### src/rtl/i2c_pkg.sv
// Shared definitions for the I2C sample packer slice.
// Holds the packer state encodings, the I2C byte width, the packed
// sample width and the packed-word typedef.
package i2c_pkg;

  // Packer states; encodings 2 and 3 are unused and recover to WAIT_MSB.
  localparam logic [1:0] WAIT_MSB = 2'd0;
  localparam logic [1:0] WAIT_LSB = 2'd1;

  localparam int I2C_BYTE_W = 8;
  localparam int PACKED_W   = 16;

  // Two bytes packed MSB-first: {msb, lsb}.
  typedef logic [PACKED_W-1:0] sample_t;

endpackage

### src/rtl/i2c_sample_fifo.sv
// First-word-fall-through FIFO for packed sensor samples.
// Ports:
//   clk, reset        - clock, asynchronous active-high reset
//   push, push_data   - write request and data (ignored when full unless popping)
//   pop               - consume head entry (ignored when empty)
//   head_data         - head entry, reads 0 while empty
//   full, empty       - occupancy flags
//   count             - entries stored, 0..DEPTH
module i2c_sample_fifo #(
  parameter int DEPTH = 8,
  parameter int WIDTH = 12
) (
  input  logic                     clk,
  input  logic                     reset,
  input  logic                     push,
  input  logic [WIDTH-1:0]         push_data,
  input  logic                     pop,
  output logic [WIDTH-1:0]         head_data,
  output logic                     full,
  output logic                     empty,
  output logic [$clog2(DEPTH):0]   count
);

  localparam int PTR_W = $clog2(DEPTH);

  logic [WIDTH-1:0] mem [DEPTH];
  logic [PTR_W-1:0] wr_ptr_reg;
  logic [PTR_W-1:0] rd_ptr_reg;
  logic [PTR_W:0]   count_reg;
  logic             do_push;
  logic             do_pop;

  assign empty   = (count_reg == '0);
  assign full    = (count_reg == (PTR_W+1)'(DEPTH));
  assign do_pop  = pop && !empty;
  // A same-cycle pop frees the slot, so a push into a full FIFO still lands.
  assign do_push = push && (!full || do_pop);

  // Storage carries no reset; the head is masked to 0 while empty instead.
  always_ff @(posedge clk) begin
    if (do_push) begin
      mem[wr_ptr_reg] <= push_data;
    end
  end

  always_ff @(posedge clk or posedge reset) begin
    if (reset) begin
      wr_ptr_reg <= '0;
      rd_ptr_reg <= '0;
      count_reg  <= '0;
    end else begin
      if (do_push) begin
        wr_ptr_reg <= wr_ptr_reg + 1'b1;
      end
      if (do_pop) begin
        rd_ptr_reg <= rd_ptr_reg + 1'b1;
      end
      case ({do_push, do_pop})
        2'b10:   count_reg <= count_reg + 1'b1;
        2'b01:   count_reg <= count_reg - 1'b1;
        default: count_reg <= count_reg;
      endcase
    end
  end

  assign head_data = empty ? '0 : mem[rd_ptr_reg];
  assign count     = count_reg;

endmodule

### src/rtl/i2c_sample_packer.sv
// Pairs I2C read bytes MSB-first into sensor samples, buffers them in a
// FWFT FIFO and presents them over a valid/ready handshake.
// Optional build macro: I2C_PACKER_SIGN_EXT_EN - when defined, sample_data
// is 16 bits, sign-extended from bit DATA_W-1; otherwise DATA_W bits.
// Ports:
//   clk, reset                 - clock, asynchronous active-high reset
//   frame_start                - realigns packing to the MSB byte
//   byte_valid, read_byte      - byte strobe and data from the I2C read FSM
//   sample_data, sample_valid  - head sample and non-empty flag
//   sample_ready               - consumer accepts head when valid is high
//   fifo_count                 - samples stored
//   overflow, overflow_clr     - sticky drop flag and its synchronous clear
//   state_info                 - packer state encoding for debug
module i2c_sample_packer
  import i2c_pkg::*;
#(
  parameter int DEPTH  = 8,
  parameter int DATA_W = 12
) (
  input  logic                     clk,
  input  logic                     reset,
  input  logic                     frame_start,
  input  logic                     byte_valid,
  input  logic [I2C_BYTE_W-1:0]    read_byte,
`ifdef I2C_PACKER_SIGN_EXT_EN
  output logic [PACKED_W-1:0]      sample_data,
`else
  output logic [DATA_W-1:0]        sample_data,
`endif
  output logic                     sample_valid,
  input  logic                     sample_ready,
  output logic [$clog2(DEPTH):0]   fifo_count,
  output logic                     overflow,
  input  logic                     overflow_clr,
  output logic [1:0]               state_info
);

  logic [1:0]            state_reg;
  logic [1:0]            state_next;
  logic [I2C_BYTE_W-1:0] msb_reg;
  logic [I2C_BYTE_W-1:0] msb_next;
  logic                  overflow_reg;
  logic                  push;
  sample_t               word;
  logic [DATA_W-1:0]     push_data;
  logic [DATA_W-1:0]     head_data;
  logic                  fifo_full;
  logic                  fifo_empty;
  logic                  pop;
  logic                  drop;

  assign word      = {msb_reg, read_byte};
  assign push_data = DATA_W'(word);

  always_comb begin
    state_next = state_reg;
    msb_next   = msb_reg;
    push       = 1'b0;
    if (frame_start) begin
      // Realign: a held MSB is discarded; a coincident byte becomes the new MSB.
      if (byte_valid) begin
        msb_next   = read_byte;
        state_next = WAIT_LSB;
      end else begin
        msb_next   = '0;
        state_next = WAIT_MSB;
      end
    end else begin
      case (state_reg)
        WAIT_MSB: begin
          if (byte_valid) begin
            msb_next   = read_byte;
            state_next = WAIT_LSB;
          end
        end
        WAIT_LSB: begin
          if (byte_valid) begin
            push       = 1'b1;
            state_next = WAIT_MSB;
          end
        end
        default: state_next = WAIT_MSB;
      endcase
    end
  end

  always_ff @(posedge clk or posedge reset) begin
    if (reset) begin
      state_reg <= WAIT_MSB;
      msb_reg   <= '0;
    end else begin
      state_reg <= state_next;
      msb_reg   <= msb_next;
    end
  end

  assign pop  = sample_ready && !fifo_empty;
  // A sample is lost only when full and nothing leaves in the same cycle.
  assign drop = push && fifo_full && !pop;

  always_ff @(posedge clk or posedge reset) begin
    if (reset) begin
      overflow_reg <= 1'b0;
    end else if (drop) begin
      overflow_reg <= 1'b1;
    end else if (overflow_clr) begin
      overflow_reg <= 1'b0;
    end
  end

  i2c_sample_fifo #(
    .DEPTH (DEPTH),
    .WIDTH (DATA_W)
  ) u_fifo (
    .clk       (clk),
    .reset     (reset),
    .push      (push),
    .push_data (push_data),
    .pop       (pop),
    .head_data (head_data),
    .full      (fifo_full),
    .empty     (fifo_empty),
    .count     (fifo_count)
  );

`ifdef I2C_PACKER_SIGN_EXT_EN
  assign sample_data = PACKED_W'($signed(head_data));
`else
  assign sample_data = head_data;
`endif

  assign sample_valid = !fifo_empty;
  assign overflow     = overflow_reg;
  assign state_info   = state_reg;

endmodule

### config.mk
export PLATFORM = sky130hd
export DESIGN_NAME = i2c_sample_packer
export DESIGN_NICKNAME = d
export VERILOG_FILES = /design/src/rtl/i2c_pkg.sv /design/src/rtl/i2c_sample_fifo.sv /design/src/rtl/i2c_sample_packer.sv
export SDC_FILE = /design/constraint.sdc
export NUM_CORES = 1
export LEC_CHECK = 0
export ABC_AREA = 1
export CAP_MARGIN = 20
export CORE_ASPECT_RATIO = 1.75
export CORE_MARGIN = 2
export CORE_UTILIZATION = 48
export CTS_CLUSTER_SIZE = 20
export DETAILED_ROUTE_END_ITERATION = 7
export PLACE_DENSITY_LB_ADDON = 0.12
export SYNTH_ARGS = -nofsm -noshare
export SYNTH_HDL_FRONTEND = slang
export SYNTH_SLANG_ARGS = --single-unit
export TNS_END_PERCENT = 50
### constraint.sdc
create_clock -name clk -period 1.8 [get_ports clk]
set_input_delay 0.36 -clock clk [delete_from_list [all_inputs] [get_ports clk]]
set_output_delay 0.36 -clock clk [all_outputs]
set_load 0.02 [all_outputs]
==> insert_results.sql <==
INSERT INTO impl_metrics (metric_group, metric, value, unit) VALUES
('logic_synthesis', 'synthDominantAreaCellType', 'sky130_fd_sc_hd__edfxtp_1', ''),
('sta', 'finalWorstSetupSlack', '-0.307', 'ns'),
('worst_setup_path', 'setup.worst_path.end_class', 'primary output', ''),
('cells_and_area', 'syn_to_final_growth', '34.7', '%'),
('min_path', 'hp-class', 'in2async', ''),
('sta', 'hold_violations', '0', ''),
('sta', 'final.min_clock_period', '2.11', 'ns'),
('cells_and_area', 'n_antenna_cell', '0', ''),
('grt', 'pin_count_of_the_biggest_net_entering_global_routing', '20', ''),
('power_and_ir_drop', 'clock_power_share', '18.5', '%'),
('power_and_ir_drop', 'netSwitchingPower', '3.80', 'mW'),
('place', 'io_buffer_count', '32', ''),
('power_and_ir_drop', 'maximum_resistive_drop_on_vdd', '1.21', 'mV'),
('clock_tree', 'cts-htree-levels', '3', ''),
('worst_setup_path', 'timing_worst_setup_path_type', 'reg2out', ''),
('route', 'number_of_vias_in_the_routed_layout', '3238', ''),
('power_and_ir_drop', 'p_total', '10.1', 'mW'),
('logic_synthesis', 'ys_ff_latch', '112', ''),
('power_and_ir_drop', 'pwr-share-seq', '32.0', '%'),
('sta', 'setup-violations-final', '25', ''),
('status', 'result_of_the_run', 'finished with violations', ''),
('die', 'die-width', '78.5', 'um'),
('clock_tree', 'cts_buffer_depth', '2', ''),
('logic_synthesis', 'edff_count_synth', '96', ''),
('die', 'die_height', '134', 'um'),
('grt', 'via_count_of_the_first_global_routing_pass', '3088', ''),
('die', 'top_level_ports', '34', ''),
('logic_synthesis', 'dominantRegCellSynth', 'sky130_fd_sc_hd__edfxtp_1', ''),
('route', 'route.final.wire_length', '11.2', 'mm'),
('power_and_ir_drop', 'internal_power', '6.31', 'mW'),
('cells_and_area', 'final_nets', '503', ''),
('sta', 'finalSetupTns', '-3.48', 'ns'),
('logic_synthesis', 'seq_total_area_yosys', '70.3', '%'),
('sta', 'maxClockFrequency', '475', 'MHz'),
('route', 'route.detailed.vias_per_inst', '5.30', ''),
('place', 'dp.final_hpwl', '6.94', 'mm'),
('worst_setup_path', 'cp-start-kind', 'register', ''),
('sta', 'rsz0062_at_grt', 'yes', ''),
('status', 'failing_checks', 'negative setup slack', ''),
('logic_synthesis', 'synth.cell_area', '4670', 'sq um'),
('logic_synthesis', 'synth_area_leaders', 'sky130_fd_sc_hd__edfxtp_1, sky130_fd_sc_hd__dfrtp_1, sky130_fd_sc_hd__nor2_1, sky130_fd_sc_hd__o21ai_0, sky130_fd_sc_hd__nand2_1', ''),
('clock_tree', 'cts_root_buf', 'sky130_fd_sc_hd__clkbuf_16', ''),
('worst_setup_path', 'worst_ep_arrival_time', '1.75', 'ns'),
('sta', 'final.period_utilization', '117', '%'),
('grt', 'antenna_found_initial', '0', ''),
('route', 'ant_nets', '0', ''),
('clock_tree', 'clock_latency', '0.35', 'ns'),
('clock_tree', 'numClockSinks', '112', ''),
('logic_synthesis', 'syn-instance-count', '394', ''),
('power_and_ir_drop', 'power.static_leakage', '2.35', 'nW'),
('die', 'placement_rows', '47', ''),
('logic_synthesis', 'synth.distinct_cells', '25', ''),
('power_and_ir_drop', 'power_density', '1610', 'nW/um^2'),
('place', 'dpl-instance-area', '5470', 'sq um'),
('route', 'drt_pre_antenna_iters', '4', ''),
('die', 'coreArea', '9470', 'sq um'),
('cells_and_area', 'final_design_area_no_fill', '6290', 'sq um'),
('logic_synthesis', 'synth_fp_nets', '413', ''),
('worst_setup_path', 'critical_path_required', '1.44', 'ns'),
('grt', 'grt_remaining_overflow', '0', ''),
('clock_tree', 'clk_pin_slew_worst_paths', '0.07', 'ns'),
('grt', 'grt_first_pass_wirelength', '16.6', 'mm'),
('route', 'routed_wire_length_per_instance', '18.3', 'um'),
('cells_and_area', 'largest_reg_flops', '96', ''),
('sta', 'hold_slack', '0.320', 'ns'),
('route', 'route.detailed.drc', '0', ''),
('logic_synthesis', 'yosys.area.top_type_share', '61.8', '%'),
('clock_tree', 'tritoncts_buffers', '9', ''),
('grt', 'groute.usage.overall', '21.7', '%'),
('die', 'floorplan.initialDensity', '49.3', '%'),
('sta', 'slew_viol_final', '0', '');
-- per-stage QoR --
stage | utilization, % | instances | setup WS [ns]
after floorplan | - | 394 | -0.155
after global placement | 57.8 | 572 | -0.413
after detailed placement | 57.8 | 572 | -0.424
after CTS | 63.5 | 599 | -0.296
after global routing | 66.4 | 611 | -0.410
final | 66.4 | 611 | -0.307
-- synthesized netlist by cell type, types with 3 or more instances --
library cell and number:
sky130_fd_sc_hd__nand2_1 38, sky130_fd_sc_hd__xnor2_1 3, sky130_fd_sc_hd__nor2_1 89, sky130_fd_sc_hd__ha_1 5, sky130_fd_sc_hd__buf_4 4, sky130_fd_sc_hd__buf_2 11
sky130_fd_sc_hd__xor2_1 4, sky130_fd_sc_hd__o211ai_1 12, sky130_fd_sc_hd__o21ai_1 13, sky130_fd_sc_hd__edfxtp_1 96, sky130_fd_sc_hd__o22ai_1 13, sky130_fd_sc_hd__o21ai_0 44
sky130_fd_sc_hd__inv_1 18, sky130_fd_sc_hd__nand3_1 8, sky130_fd_sc_hd__nor2_2 9, sky130_fd_sc_hd__dfrtp_1 16
-- cell usage in the layout, fill, tap and decap left out, drive strengths merged --
cell | netlist | routed
o211ai | 12 | 12
dfrtp | 16 | 16
or2 | 1 | 1
ha | 5 | 5
inv | 20 | 22
nand3 | 8 | 8
o22ai | 13 | 13
clkinv | 0 | 2
conb | 1 | 1
clkbuf | 2 | 14
a21oi | 1 | 1
clkinvlp | 0 | 2
edfxtp | 96 | 96
nand2 | 39 | 39
clkdlybuf4s50 | 0 | 12
xnor2 | 3 | 3
buf | 18 | 76
xor2 | 4 | 4
o21ai | 57 | 57
nor2 | 98 | 98
dlygate4sd2 | 0 | 7
-- cell type report --
| type | count | area [sq um] |
|---|---|---|
| clock inverters | 6 | 52.6 |
| flip-flops and latches | 112 | 3290 |
| fillers | 723 | 3180 |
| repair buffers | 99 | 1100 |
| multi-input cells | 242 | 1390 |
| well taps | 122 | 153 |
| inverters | 20 | 80.1 |
| clock buffers | 10 | 229 |
-- per-layer routing --
metal | GRT usage, % | vias to the layer above | part of all wire (%)
met5 | 0 | - | 0
met4 | 10.5 | 0 | 2.4
met3 | 3.50 | 15 | 3.3
met1 | 24.9 | 1592 | 38
met2 | 38.7 | 75 | 56
li1 | - | 1556 | -
-- logic make-up (layout without fill, tap and decap cells) --
logic type / count (synthesis) / after routing / synth area share (%)
AOI/OAI and AO/OA: 83 / 83 / 9.89
xor gates and xnor gates: 7 / 7 / 1.31
adders and majority gates: 5 / 5 / 1.34
buffers and inverters: 40 / 135 / 4.42
DFF: 112 / 112 / 70.3
other: 1 / 1 / 0.0804
and+or+nand+nor: 146 / 146 / 12.6
-- what timing repair did --
| item | CTS | global route |
|---|---|---|
| cloned | 2 | 4 |
| resized for setup | 126 | 56 |
| hold buffers | 0 | 0 |
| setup buffers | 9 | 12 |
| endpoints found under the setup margin | 97 | 112 |
| pin swaps | 16 | 39 |
-- power by group through the flow --
stage	registers, mW	clock network, mW	logic, mW
after CTS	3.22	1.90	4.35
after global routing	3.26	2.00	5.43
final	3.24	1.87	5.00
after floorplan	3.30	0	2.34
after detailed placement	3.25	0	4.15
after global placement	3.24	0	4.11
-- final timing paths --
check	start	to	slack, ns	cells past startpoint
setup / recovery	u_fifo.rd_ptr_reg[0]	sample_data[8]	-0.31	8
hold / removal	reset	msb_reg[0]	0.32	3
setup reg to reg	u_fifo.count[0]	u_fifo.count[2]	-0.10	13
hold reg to reg	overflow	overflow	0.54	2
max in group asynchronous	reset	u_fifo.rd_ptr_reg[1]	1.26	3
min in group clk	byte_valid	state_info[0]	0.48	3
-- worst max-delay path: stages, from the launching register on --
cell and delay [ns]:
sky130_fd_sc_hd__dfrtp_2 0.47, sky130_fd_sc_hd__buf_6 0.16, sky130_fd_sc_hd__clkbuf_16 0.15, sky130_fd_sc_hd__buf_6 0.12
sky130_fd_sc_hd__o21ai_2 0.10, sky130_fd_sc_hd__o22ai_1 0.09, sky130_fd_sc_hd__nor2_1 0.13, sky130_fd_sc_hd__nor2_2 0.05
sky130_fd_sc_hd__buf_6 0.12
(Power assumes the default switching activity.)
